`config.mk`:
```
export PLATFORM = sky130hd
export DESIGN_NAME = bemf_sampler_flat
export DESIGN_NICKNAME = d
export VERILOG_FILES = /design/src/rtl/bemf_sampler_pkg.sv /design/src/rtl/bemf_sampler_if.sv /design/src/rtl/bemf_period_timer.sv /design/src/rtl/bemf_sampler.sv /design/src/flat_wrapper.sv
export SDC_FILE = /design/constraint.sdc
export NUM_CORES = 1
export LEC_CHECK = 0
export BUFFER_PORTS_ARGS = -buffer_cell sky130_fd_sc_hd__clkbuf_2
export CORE_UTILIZATION = 30
export CTS_CLUSTER_SIZE = 14
export DETAILED_ROUTE_END_ITERATION = 16
export SLEW_MARGIN = 5
export SYNTH_ARGS = -nofsm -noshare
export SYNTH_HDL_FRONTEND = slang
export SYNTH_HIERARCHICAL = 1
export SYNTH_SLANG_ARGS = --single-unit
```
`constraint.sdc`:
```
create_clock -name clk -period 1.9 [get_ports clk]
set_input_delay 0.38 -clock clk [delete_from_list [all_inputs] [get_ports clk]]
set_output_delay 0.38 -clock clk [all_outputs]
set_load 0.01 [all_outputs]
```
`src/rtl/bemf_sampler_pkg.sv`:
```
`default_nettype none
// ============================================================================
//  Module      : bemf_sampler_pkg
//  Description : Shared types and constants for the back-EMF sampler:
//                FSM state encoding, ADC result width, motor count and the
//                motor/channel index type.
//  Ports       : none (package)
//  Revision    : 1.0 - initial release
// ============================================================================
package bemf_sampler_pkg;

    localparam int ADC_W   = 10;
    localparam int NUM_MOT = 4;

    typedef logic [1:0] chan_t;

    typedef enum logic [2:0] {
        ST_IDLE   = 3'd0,
        ST_SETTLE = 3'd1,
        ST_REQ    = 3'd2,
        ST_WAIT   = 3'd3,
        ST_NEXT   = 3'd4,
        ST_DONE   = 3'd5
    } bemf_state_t;

    localparam chan_t C_LAST_CHAN = chan_t'(NUM_MOT - 1);

endpackage
`default_nettype wire

```
`src/rtl/bemf_sampler_if.sv`:
```
`default_nettype none
// ============================================================================
//  Module      : bemf_sampler_if
//  Description : Signal bundle between the back-EMF sampler and its
//                environment (motor driver, shared ADC, register bus).
//  Modports    : master - the sampler (drives blanking, ADC requests,
//                         results and flags)
//                slave  - the environment (enable, ADC reply, flag clear)
//  Revision    : 1.0 - initial release
// ============================================================================
interface bemf_sampler_if;
    import bemf_sampler_pkg::*;

    logic               enable;
    logic               bemf_sensing;
    logic               adc_go;
    chan_t              adc_chan;
    logic [ADC_W-1:0]   adc_data;
    logic               adc_valid;
    logic [ADC_W-1:0]   bemf0;
    logic [ADC_W-1:0]   bemf1;
    logic [ADC_W-1:0]   bemf2;
    logic [ADC_W-1:0]   bemf3;
    logic               bemf_update;
    logic [NUM_MOT-1:0] timeout_flags;
    logic               clear_flags;

    modport master (
        input  enable, adc_data, adc_valid, clear_flags,
        output bemf_sensing, adc_go, adc_chan, bemf0, bemf1, bemf2, bemf3,
               bemf_update, timeout_flags
    );

    modport slave (
        output enable, adc_data, adc_valid, clear_flags,
        input  bemf_sensing, adc_go, adc_chan, bemf0, bemf1, bemf2, bemf3,
               bemf_update, timeout_flags
    );

endinterface
`default_nettype wire

```
`src/rtl/bemf_period_timer.sv`:
```
`default_nettype none
// ============================================================================
//  Module      : bemf_period_timer
//  Description : Free-running period counter, 0..PERIOD_CYCLES-1, held at 0
//                while disabled. wrap_o is high during the cycle in which the
//                counter rolls over to 0.
//  Ports       : clk, reset (sync, active high)
//                enable_i  - count enable; low clears and holds the count
//                wrap_o    - one-cycle rollover strobe
//  Revision    : 1.0 - initial release
// ============================================================================
module bemf_period_timer #(
    parameter int PERIOD_CYCLES = 260000
) (
    input  logic clk,
    input  logic reset,
    input  logic enable_i,
    output logic wrap_o
);

    localparam int               CNT_W  = (PERIOD_CYCLES > 1) ? $clog2(PERIOD_CYCLES) : 1;
    localparam logic [CNT_W-1:0] C_LAST = CNT_W'(PERIOD_CYCLES - 1);

    logic [CNT_W-1:0] count_q;
    logic [CNT_W-1:0] count_d;
    logic             w_wrap;

    always_comb begin
        w_wrap = enable_i && (count_q == C_LAST);
        if (!enable_i || w_wrap) begin
            count_d = '0;
        end else begin
            count_d = count_q + CNT_W'(1);
        end
    end

    always_ff @(posedge clk) begin
        if (reset) begin
            count_q <= '0;
        end else begin
            count_q <= count_d;
        end
    end

    assign wrap_o = w_wrap;

endmodule
`default_nettype wire

```
`src/rtl/bemf_sampler.sv`:
```
`default_nettype none
// ============================================================================
//  Module      : bemf_sampler
//  Description : Periodic back-EMF sampler. Each period wrap it blanks the
//                PWM (bemf_sensing), waits for coil current to decay, then
//                converts the four motor channels on the shared ADC and
//                latches the results. Per-motor sticky flags record ADC
//                timeouts.
//  Ports       : clk, reset (sync, active high)
//                bus (master) - enable, blanking, ADC request/reply,
//                               results, update pulse, timeout flags
//  Revision    : 1.0 - initial release
// ============================================================================
module bemf_sampler
    import bemf_sampler_pkg::*;
#(
    parameter int PERIOD_CYCLES = 260000,
    parameter int SETTLE_CYCLES = 2600,
    parameter int ADC_TIMEOUT   = 1024
) (
    input  logic           clk,
    input  logic           reset,
    bemf_sampler_if.master bus
);

    localparam int               SET_W         = (SETTLE_CYCLES > 1) ? $clog2(SETTLE_CYCLES) : 1;
    localparam int               TMO_W         = (ADC_TIMEOUT > 1) ? $clog2(ADC_TIMEOUT) : 1;
    localparam logic [SET_W-1:0] C_SETTLE_LAST = SET_W'(SETTLE_CYCLES - 1);
    localparam logic [TMO_W-1:0] C_TMO_LAST    = TMO_W'(ADC_TIMEOUT - 1);

    bemf_state_t        state_q, state_d;
    logic [SET_W-1:0]   settle_q, settle_d;
    logic [TMO_W-1:0]   tmo_q, tmo_d;
    chan_t              chan_q, chan_d;
    logic [NUM_MOT-1:0] flags_q, flags_d;
    logic [ADC_W-1:0]   bemf_q [NUM_MOT];

    logic               w_wrap;
    logic               w_capture;
    logic               w_timeout;

    bemf_period_timer #(
        .PERIOD_CYCLES (PERIOD_CYCLES)
    ) u_period_timer (
        .clk      (clk),
        .reset    (reset),
        .enable_i (bus.enable),
        .wrap_o   (w_wrap)
    );

    // ------------------------------------------------------------------
    // Next-state logic
    // ------------------------------------------------------------------
    always_comb begin
        state_d   = state_q;
        settle_d  = settle_q;
        tmo_d     = tmo_q;
        chan_d    = chan_q;
        w_capture = 1'b0;
        w_timeout = 1'b0;

        case (state_q)
            ST_IDLE: begin
                // A wrap seen outside IDLE is simply lost: rounds never queue.
                if (w_wrap) begin
                    state_d  = ST_SETTLE;
                    settle_d = '0;
                end
            end
            ST_SETTLE: begin
                if (settle_q == C_SETTLE_LAST) begin
                    state_d = ST_REQ;
                    chan_d  = '0;
                end else begin
                    settle_d = settle_q + SET_W'(1);
                end
            end
            ST_REQ: begin
                state_d = ST_WAIT;
                tmo_d   = '0;
            end
            ST_WAIT: begin
                // A reply landing on the expiry cycle still counts as good.
                if (bus.adc_valid) begin
                    w_capture = 1'b1;
                    state_d   = ST_NEXT;
                end else if (tmo_q == C_TMO_LAST) begin
                    w_timeout = 1'b1;
                    state_d   = ST_NEXT;
                end else begin
                    tmo_d = tmo_q + TMO_W'(1);
                end
            end
            ST_NEXT: begin
                if (chan_q == C_LAST_CHAN) begin
                    state_d = ST_DONE;
                end else begin
                    chan_d  = chan_q + chan_t'(1);
                    state_d = ST_REQ;
                end
            end
            ST_DONE: begin
                state_d = ST_IDLE;
            end
            default: begin
                state_d = ST_IDLE;
            end
        endcase

        // Losing enable abandons the round; any in-flight conversion is
        // dropped without capture or flag.
        if (!bus.enable) begin
            state_d   = ST_IDLE;
            w_capture = 1'b0;
            w_timeout = 1'b0;
        end
    end

    // A timeout being recorded wins over a simultaneous clear.
    always_comb begin
        flags_d = bus.clear_flags ? '0 : flags_q;
        if (w_timeout) begin
            flags_d[chan_q] = 1'b1;
        end
    end

    // ------------------------------------------------------------------
    // State registers
    // ------------------------------------------------------------------
    always_ff @(posedge clk) begin
        if (reset) begin
            state_q  <= ST_IDLE;
            settle_q <= '0;
            tmo_q    <= '0;
            chan_q   <= '0;
            flags_q  <= '0;
            for (int i = 0; i < NUM_MOT; i++) begin
                bemf_q[i] <= '0;
            end
        end else begin
            state_q  <= state_d;
            settle_q <= settle_d;
            tmo_q    <= tmo_d;
            chan_q   <= chan_d;
            flags_q  <= flags_d;
            for (int i = 0; i < NUM_MOT; i++) begin
                if (w_capture && (chan_q == chan_t'(i))) begin
                    bemf_q[i] <= bus.adc_data;
                end
            end
        end
    end

    // ------------------------------------------------------------------
    // Outputs, decoded from registered state
    // ------------------------------------------------------------------
    assign bus.bemf_sensing  = (state_q == ST_SETTLE) || (state_q == ST_REQ) ||
                               (state_q == ST_WAIT)   || (state_q == ST_NEXT);
    assign bus.adc_go        = (state_q == ST_REQ);
    assign bus.adc_chan      = chan_q;
    assign bus.bemf_update   = (state_q == ST_DONE);
    assign bus.timeout_flags = flags_q;
    assign bus.bemf0         = bemf_q[0];
    assign bus.bemf1         = bemf_q[1];
    assign bus.bemf2         = bemf_q[2];
    assign bus.bemf3         = bemf_q[3];

endmodule
`default_nettype wire

```
`src/flat_wrapper.sv`:
```
// flat-port wrapper written by rule: the top's interface ports become plain ports
module bemf_sampler_flat import bemf_sampler_pkg::*;
#(
    parameter int PERIOD_CYCLES = 260000,
    parameter int SETTLE_CYCLES = 2600,
    parameter int ADC_TIMEOUT   = 1024
)
  (clk, reset, bus_enable, bus_adc_data, bus_adc_valid, bus_clear_flags, bus_bemf_sensing, bus_adc_go, bus_adc_chan, bus_bemf0, bus_bemf1, bus_bemf2, bus_bemf3, bus_bemf_update, bus_timeout_flags);
  bemf_sampler_if bus_i ();
  input  logic clk;
  input  logic reset;
  input wire logic [$bits(bus_i.enable)-1:0] bus_enable;
  input wire logic [$bits(bus_i.adc_data)-1:0] bus_adc_data;
  input wire logic [$bits(bus_i.adc_valid)-1:0] bus_adc_valid;
  input wire logic [$bits(bus_i.clear_flags)-1:0] bus_clear_flags;
  output wire logic [$bits(bus_i.bemf_sensing)-1:0] bus_bemf_sensing;
  output wire logic [$bits(bus_i.adc_go)-1:0] bus_adc_go;
  output wire logic [$bits(bus_i.adc_chan)-1:0] bus_adc_chan;
  output wire logic [$bits(bus_i.bemf0)-1:0] bus_bemf0;
  output wire logic [$bits(bus_i.bemf1)-1:0] bus_bemf1;
  output wire logic [$bits(bus_i.bemf2)-1:0] bus_bemf2;
  output wire logic [$bits(bus_i.bemf3)-1:0] bus_bemf3;
  output wire logic [$bits(bus_i.bemf_update)-1:0] bus_bemf_update;
  output wire logic [$bits(bus_i.timeout_flags)-1:0] bus_timeout_flags;
  assign bus_i.enable = bus_enable;
  assign bus_i.adc_data = bus_adc_data;
  assign bus_i.adc_valid = bus_adc_valid;
  assign bus_i.clear_flags = bus_clear_flags;
  assign bus_bemf_sensing = bus_i.bemf_sensing;
  assign bus_adc_go = bus_i.adc_go;
  assign bus_adc_chan = bus_i.adc_chan;
  assign bus_bemf0 = bus_i.bemf0;
  assign bus_bemf1 = bus_i.bemf1;
  assign bus_bemf2 = bus_i.bemf2;
  assign bus_bemf3 = bus_i.bemf3;
  assign bus_bemf_update = bus_i.bemf_update;
  assign bus_timeout_flags = bus_i.timeout_flags;
  bemf_sampler #(.PERIOD_CYCLES(PERIOD_CYCLES), .SETTLE_CYCLES(SETTLE_CYCLES), .ADC_TIMEOUT(ADC_TIMEOUT)) u_core (.clk(clk), .reset(reset), .bus(bus_i));
endmodule
```
==> results by group, run 1 <==
Outcome
  – Status: completed

Synthesis
  – FF+latch count, synth: 89
  – Synth Instances: 411
  – Cell taking the most area after synthesis: edfxtp_1
  – Cell Area, Synth: 4170 um2
  – Number of synthesized flops with an enable pin: 40
  – Leading post-synthesis cells by cell area: edfxtp_1 29%, dfxtp_1 24%, and3_1 6.6%
  – Synth warnings: 6
  – Mean post-synth cell area: 10.2 um2
  – Count leader, synth: dfxtp_1
  – Dominant synthesized flop cell: dfxtp_1
  – Synth top cells by count: 49 x dfxtp_1, 44 x and3_1, 40 x edfxtp_1, 35 x nor2_1, 21 x nand2_1
  – Asr flop ratio synth: 0%
  – Distinct cell type count after synthesis: 60
  – Sequential area share after synthesis: 52.3%
  – Post-Syn Nets: 433
  – Top cell type's share of synthesized area: 28.8%

Layout
  – Finished Cell Area: 5290 um2
  – Layout cell share with drive strength beyond 1: 29.9%
  – Nets: 526
  – Area growth, synth to finish: 26.9%
  – Fillers: 1342
  – Antenna diode count: 0

Power
  – Final Power: 3.88 mW
  – Peak VDD IR: 0.000396 V
  – PwrDens: 732 nW/um2
  – Leakage: 2.05 nW

Routing
  – Post-DR wirelength/cell: 14.5 um
  – Final ANT Viol Nets: 0
  – Via density: 5.12
  – WL final: 9940 um
  – DR DRC count: 0
  – Pre-antenna DRT Iters: 4
  – Initial DRC Count: 319
  – Via count: 3507

Timing
  – Tightest Pin Transition: 0.474 ns
  – Post-route minimum period: 1.85 ns
  – Final setup violation count: 0
  – Crit share post-route: 97.4%
  – Final hold viol count: 0
  – Layout Skew: 0.00734 ns
  – Rel. slew slack: 68.3%
  – Fmax: 540 MHz
  – Max-slew violations: 0
  – Unrepaired setup endpoints after global routing: yes

Setup path
  – CP Capture Point: u_core/settle_q[10]$_SDFFE_PP0P_
  – Worst endpoint data arrival time: 2.08 ns
  – Startpoint Class: flip-flop
  – Top fanout value on the critical path: 5
  – Crit path required time: 2.13 ns
  – Reg2reg end: u_core/settle_q[10]$_SDFFE_PP0P_
  – Setup CP Type: flip-flop to flip-flop
  – R2R Setup Slk: 0.05 ns
  – Reg2Reg Depth: 8
  – Crit path from: u_core/u_period_timer/count_q[9]$_SDFF_PP0_
  – Reg-to-reg critical path startpoint: u_core/u_period_timer/count_q[9]$_SDFF_PP0_
  – Worst setup EP type: flip-flop

GRT
  – Pin count of the biggest net entering global routing: 41
  – First-pass GRT wire length: 16300 um
  – Global route total overflow: 0
  – Antenna violations before repair: 0
  – All-Layer GR Usage: 14.3%
  – Number of global-route vias before repair: 3336

Placement
  – Port bufs: 63
  – Final HPWL DP: 7260 um
  – Placed inst area: 4910 um2
  – Routability cong.: 0.794

Clock network
  – Later-pin clock latency in the skew report: 0.34 ns
  – Clk slew on worst S/H paths: 0.07 ns
  – Clk root buf: clkbuf_16
  – Cts hold-fix bufs: 0
  – CTS sink count: 89
  – Inserted Clock Buffers: 9
  – Clk buf depth: 2
  – H-Tree Depth: 3
  – TritonCTS clock tree: yes

Die
  – Die X: 120 um
  – Starting density of the core: 31.1%
  – Core Box Area: 13400 um2
  – I/O Pins: 64
  – Placement Rows: 42
  – DIE AREA: 14400 um2
  – Die Y: 120 um

Run
  – Max-capacitance violation count: 0

Hold path
  – Hold Path Class: input port to flip-flop
==> registers in the layout, summed over array words and instances, names as in the netlist <==
name and flops:
u_core/bemf_q 40, u_core/u_period_timer/count_q 18, u_core/settle_q 12, u_core/tmo_q 10, u_core/bus.timeout_flags 4, u_core/state_q 3
u_core/bus.adc_chan 2
==> metrics by stage <==
stage	hold slack (ns)	setup TNS [ns]	instances	worst slack, ns	util, %
3_5_place_dp	0.471	-0.160	666	-0.0744	36.7
3_3_place_gp	0.461	0	666	0.00989	36.7
6_report	0.334	0	685	0.0498	39.5
5_1_grt	0.340	-1.03	685	-0.115	39.5
4_1_cts	0.323	0	682	0.0136	38.8
2_1_floorplan	0.442	0	411	0.00102	-
==> power by group <==
part / internal (mW) / leakage (nW) / switching, mW / total, mW
clock: 0.898 / 0.135 / 0.762 / 1.66
sequential: 2.04 / 0.776 / 0.0150 / 2.05
combinational: 0.0589 / 1.14 / 0.102 / 0.161
total: 3.00 / 2.05 / 0.880 / 3.88
==> cells in the final DEF, fill, tap and decap left out, types with 5 or more instances in the layout <==
master	netlist	layout
nor2_1	35	35
or4_1	6	6
nand2_1	21	21
nand2b_1	9	9
o31ai_1	5	5
a31oi_1	7	7
inv_1	16	15
edfxtp_1	40	40
dfxtp_1	49	45
ha_1	7	6
xnor2_1	16	16
nor4_1	5	5
nor3_1	9	8
nand3_1	17	15
o21ai_0	7	7
nand4_1	14	14
clkbuf_2	0	63
clkbuf_16	0	9
a21oi_1	16	14
buf_4	1	37
and3_1	44	44
==> routing by layer <==
layer,track usage [%],part of all wire (%)
met1,17.8,46
met2,24.0,48
met3,3.90,4.9
met4,4.45,1.3
met5,0,0
==> timing repair <==
item | in CTS | in global routing
setup endpoints to repair | 3 | 14
buffers inserted | 0 | 3
gates resized for setup | 1 | 19
pin swaps | 0 | 8
==> cell type report <==
class | instances | area, um2 | share of cell area [%]
Inverter | 16 | 60.1 | 1.13
Clock buffer | 9 | 225 | 4.25
Timing Repair Buffer | 104 | 647 | 12.2
Tap cell | 176 | 220 | 4.16
Clock inverter | 7 | 53.8 | 1.02
Multi-Input combinational cell | 284 | 1900 | 35.9
Sequential cell | 89 | 2190 | 41.3
==> worst min path at each step <==
stage | start | end | slack (ns) | depth (start not counted)
6_report | bus_clear_flags | u_core/bus.timeout_flags[0]$_SDFF_PP0_ | 0.33 | 3
5_1_grt | bus_clear_flags | u_core/bus.timeout_flags[0]$_SDFF_PP0_ | 0.34 | 3
4_1_cts | bus_clear_flags | u_core/bus.timeout_flags[3]$_SDFF_PP0_ | 0.32 | 3
3_5_place_dp | u_core/bus.timeout_flags[2]$_SDFF_PP0_ | u_core/bus.timeout_flags[2]$_SDFF_PP0_ | 0.47 | 2
3_3_place_gp | u_core/bus.timeout_flags[2]$_SDFF_PP0_ | u_core/bus.timeout_flags[2]$_SDFF_PP0_ | 0.46 | 2
2_1_floorplan | u_core/u_period_timer/count_q[0]$_SDFF_PP0_ | u_core/u_period_timer/count_q[0]$_SDFF_PP0_ | 0.44 | 1
==> logic make-up (layout without fill, tap and decap cells) <==
logic type | count (synthesis) | after routing | synth area share, %
DFF | 89 | 89 | 52.3
buffers and inverters | 38 | 136 | 3.90
adders and majority gates | 7 | 7 | 2.10
muxes | 1 | 1 | 0.270
xor gates and xnor gates | 17 | 17 | 3.57
and+or+nand+nor | 186 | 186 | 25.5
AOI/OAI and AO/OA | 73 | 73 | 12.4
==> critical path: stages, from the launching register on <==
cell	delay [ns]
dfxtp_2	0.33
nand4_1	0.19
nor4b_4	0.31
and4_1	0.25
inv_2	0.05
a21boi_2	0.19
buf_6	0.15
nand3_2	0.06
a32o_1	0.22
Note: power is estimated with default switching activity, not from simulation.
==> run 2, diff against run 1 <==
- CORE_UTILIZATION: 30 -> 40
- CTS_CLUSTER_SIZE: 14 -> 12
- SYNTH_HIERARCHICAL: 1 -> not set
==> results by group, run 2 <==
Clock network
  – Clk slew on worst S/H paths: 0.10 ns (+0.03 ns)
  – Clk root buf: clkbuf_8
  – Later-pin clock latency in the skew report: 0.36 ns (+0.02 ns)
  – TritonCTS clock tree: yes
  – Inserted Clock Buffers: 9 (unchanged)
  – Cts hold-fix bufs: 0 (unchanged)
  – Clk buf depth: 2 (unchanged)
  – H-Tree Depth: 3 (unchanged)
  – CTS sink count: 89 (unchanged)

Timing
  – Rel. slew slack: 71.3% (+3.0 points)
  – Post-route minimum period: 1.82 ns (-0.0318 ns)
  – Setup slack after layout: 0.0815 ns (+0.0318 ns)
  – Fmax: 550 MHz (+1.7%)
  – Unrepaired setup endpoints after global routing: yes
  – Tightest Pin Transition: 0.429 ns (-0.0452 ns)
  – Max-slew violations: 0 (unchanged)
  – Crit share post-route: 95.7% (-1.7 points)
  – Final hold slack: 0.337 ns (+0.00284 ns)
  – Final hold viol count: 0 (unchanged)
  – Final setup violation count: 0 (unchanged)
  – Layout Skew: 0.0122 ns (+0.00488 ns)

Setup path
  – Worst setup EP type: flip-flop
  – Worst endpoint data arrival time: 2.08 ns (about the same)
  – Top fanout value on the critical path: 3 (-2)
  – Startpoint Class: flip-flop
  – Crit path required time: 2.16 ns (+0.03 ns)
  – Setup CP Type: flip-flop to flip-flop

Routing
  – DR DRC count: 0 (unchanged)
  – Pre-antenna DRT Iters: 4 (unchanged)
  – Final ANT Viol Nets: 0 (unchanged)
  – Post-DR wirelength/cell: 13.6 um (-6.0%)
  – WL final: 8160 um (-18%)
  – Initial DRC Count: 101 (-68%)
  – Via count: 3051 (-13%)
  – Via density: 5.09 (-0.51%)

Synthesis
  – Count leader, synth: and3_1
  – Mean post-synth cell area: 10.3 um2 (+1.6%)
  – Leading post-synthesis cells by cell area: edfxtp_1 30%, dfxtp_1 25%, and3_1 8.3%
  – Synth top cells by count: 53 x and3_1, 49 x dfxtp_1, 47 x nor2_1, 40 x edfxtp_1, 26 x nand2_1
  – Synth warnings: 0 (-6)
  – Cell Area, Synth: 3990 um2 (-4.3%)
  – Post-Syn Nets: 409 (-5.5%)
  – Synth Instances: 387 (-5.8%)
  – Top cell type's share of synthesized area: 30.1% (+1.3 points)
  – FF+latch count, synth: 89 (unchanged)
  – Cell taking the most area after synthesis: edfxtp_1
  – Sequential area share after synthesis: 54.7% (+2.4 points)
  – Asr flop ratio synth: 0% (unchanged)
  – Distinct cell type count after synthesis: 49 (-18%)
  – Dominant synthesized flop cell: dfxtp_1
  – Number of synthesized flops with an enable pin: 40 (unchanged)

Layout
  – Layout cell share with drive strength beyond 1: 25.3% (-4.5 points)
  – Max reg flops: 40 (unchanged)
  – Most frequent cells in the layout: 63 x clkbuf_2, 53 x and3_1, 47 x dfxtp_1
  – Reg with most FFs: u_core.bemf_q
  – Antenna diode count: 0 (unchanged)
  – Most common cell after layout, fill and taps aside: clkbuf_2
  – Area growth, synth to finish: 19.7%
  – Largest regs: u_core.bemf_q (40), u_core.u_period_timer.count_q (18), u_core.settle_q (12)
  – Nets: 483 (-8.2%)

GRT
  – Antenna violations before repair: 0 (unchanged)
  – Global route total overflow: 0 (unchanged)
  – First-pass GRT wire length: 12900 um (-20%)
  – All-Layer GR Usage: 16.2% (+1.8 points)
  – Number of global-route vias before repair: 2710 (-19%)
  – Pin count of the biggest net entering global routing: 41 (unchanged)

Die
  – Core Box Area: 9730 um2 (-27%)
  – Die X: 102 um (-15%)
  – Die Y: 102 um (-15%)
  – Starting density of the core: 41.0% (+9.9 points)
  – I/O Pins: 64 (unchanged)
  – DIE AREA: 10400 um2 (-28%)
  – Placement Rows: 36 (-14%)

Placement
  – Port bufs: 63 (unchanged)
  – Final HPWL DP: 5690 um (-22%)
  – Routability cong.: 0.776 (-2.2%)
  – Pre-CTS setup slack: 0.0534 ns (+0.128 ns)

Power
  – Leakage: 2.12 nW (+3.4%)
  – PwrDens: 718 nW/um2 (-1.9%)
  – Peak VDD IR: 0.000369 V (-6.9%)

Run
  – Max-capacitance violation count: 0 (unchanged)

Outcome
  – Status: completed

Hold path
  – Hold Path Class: input port to flip-flop
## run 2: changes by cell type in the layout (fill, tap and decap cells not counted), moves of 5 or more
cell,previous run,this run
xor2_1,1,8
and3_1,44,53
nor2_1,35,45
inv_1,15,7
clkbuf_8,0,9
a21oi_1,14,9
buf_4,37,17
nor2b_1,1,6
a31oi_1,7,2
nand2b_1,9,2
clkbuf_16,9,0
or4_1,6,0
## run 2: worst paths after layout
path	end	slack, ns	start	cells after the start
setup / recovery	u_core.u_period_timer.count_q[14]$_SDFF_PP0_	0.08	u_core.u_period_timer.count_q[1]$_SDFF_PP0_	7
hold / removal	u_core.bus.adc_chan[1]$_SDFFE_PP0P_	0.34	reset	2
setup reg to reg	u_core.u_period_timer.count_q[14]$_SDFF_PP0_	0.08	u_core.u_period_timer.count_q[1]$_SDFF_PP0_	7
hold reg to reg	u_core.u_period_timer.count_q[0]$_SDFF_PP0_	0.43	u_core.u_period_timer.count_q[0]$_SDFF_PP0_	1
## run 2: through the flow
| stage | setup TNS (ns) | power, mW | cell area, um2 | utilization [%] | instances |
|---|---|---|---|---|---|
| final | 0 | 3.43 | 4780 | 49.1 | 599 |
| after global routing | -0.0128 | 3.54 | 4780 | 49.1 | 599 |
| after CTS | 0 | 3.46 | 4700 | 48.3 | 596 |
| after detailed placement | 0 | 2.20 | 4500 | 46.3 | 580 |
| after global placement | 0 | 2.20 | 4500 | 46.3 | 580 |
| after floorplan | 0 | 2.13 | 3990 | - | 387 |
## run 2: report_power, final
group	leakage, nW	switching, mW	internal [mW]	total [mW]
sequential	0.809	0.0103	2.02	2.03
clock	0.0977	0.751	0.518	1.27
combinational	1.21	0.0845	0.0441	0.129
total	2.12	0.846	2.59	3.43
## run 2: timing repair
action	CTS	global route
setup buffers	0	3
hold endpoints to repair	0	0
resized for setup	0	12
setup endpoints to repair	0	59
## run 2: area by class of cell
type                       count  area, um2
fill                         932       4950
sequential                    89       2180
multi-input combinational    272       1730
timing repair buffer          82        474
tap                          133        166
clock buffer                   9        124
clock inverter                 7       70.1
inverter                       7       26.3
## run 2: logic make-up (layout without fill, tap and decap cells)
group                    Yosys count  after routing  share of synthesized area (%)
multiplexers                       2              2                          0.501
XOR/XNOR                          21             21                           4.61
AND/OR/NAND/NOR                  198            198                           27.6
buffers and inverters             26            105                           2.91
adder cells (fa/ha/maj)            7              7                           2.19
AO/OA/AOI/OAI                     44             44                           7.55
flip-flops                        89             89                           54.7
## run 2: critical path: stages, from the launching register on
cell and delay, ns:
dfxtp_1 0.36, ha_1 0.17, nand4_1 0.17, buf_4 0.19, or4_4 0.55, nor2_2 0.12, xnor2_1 0.12, nor2_1 0.05
## run 2: per-layer routing
metal	wire [um]	vias up	track usage, %
met5	0	-	0
met3	368	9	3.76
li1	-	1539	-
met4	93	0	4.95
met2	3970	64	27.3
met1	3730	1439	20.6
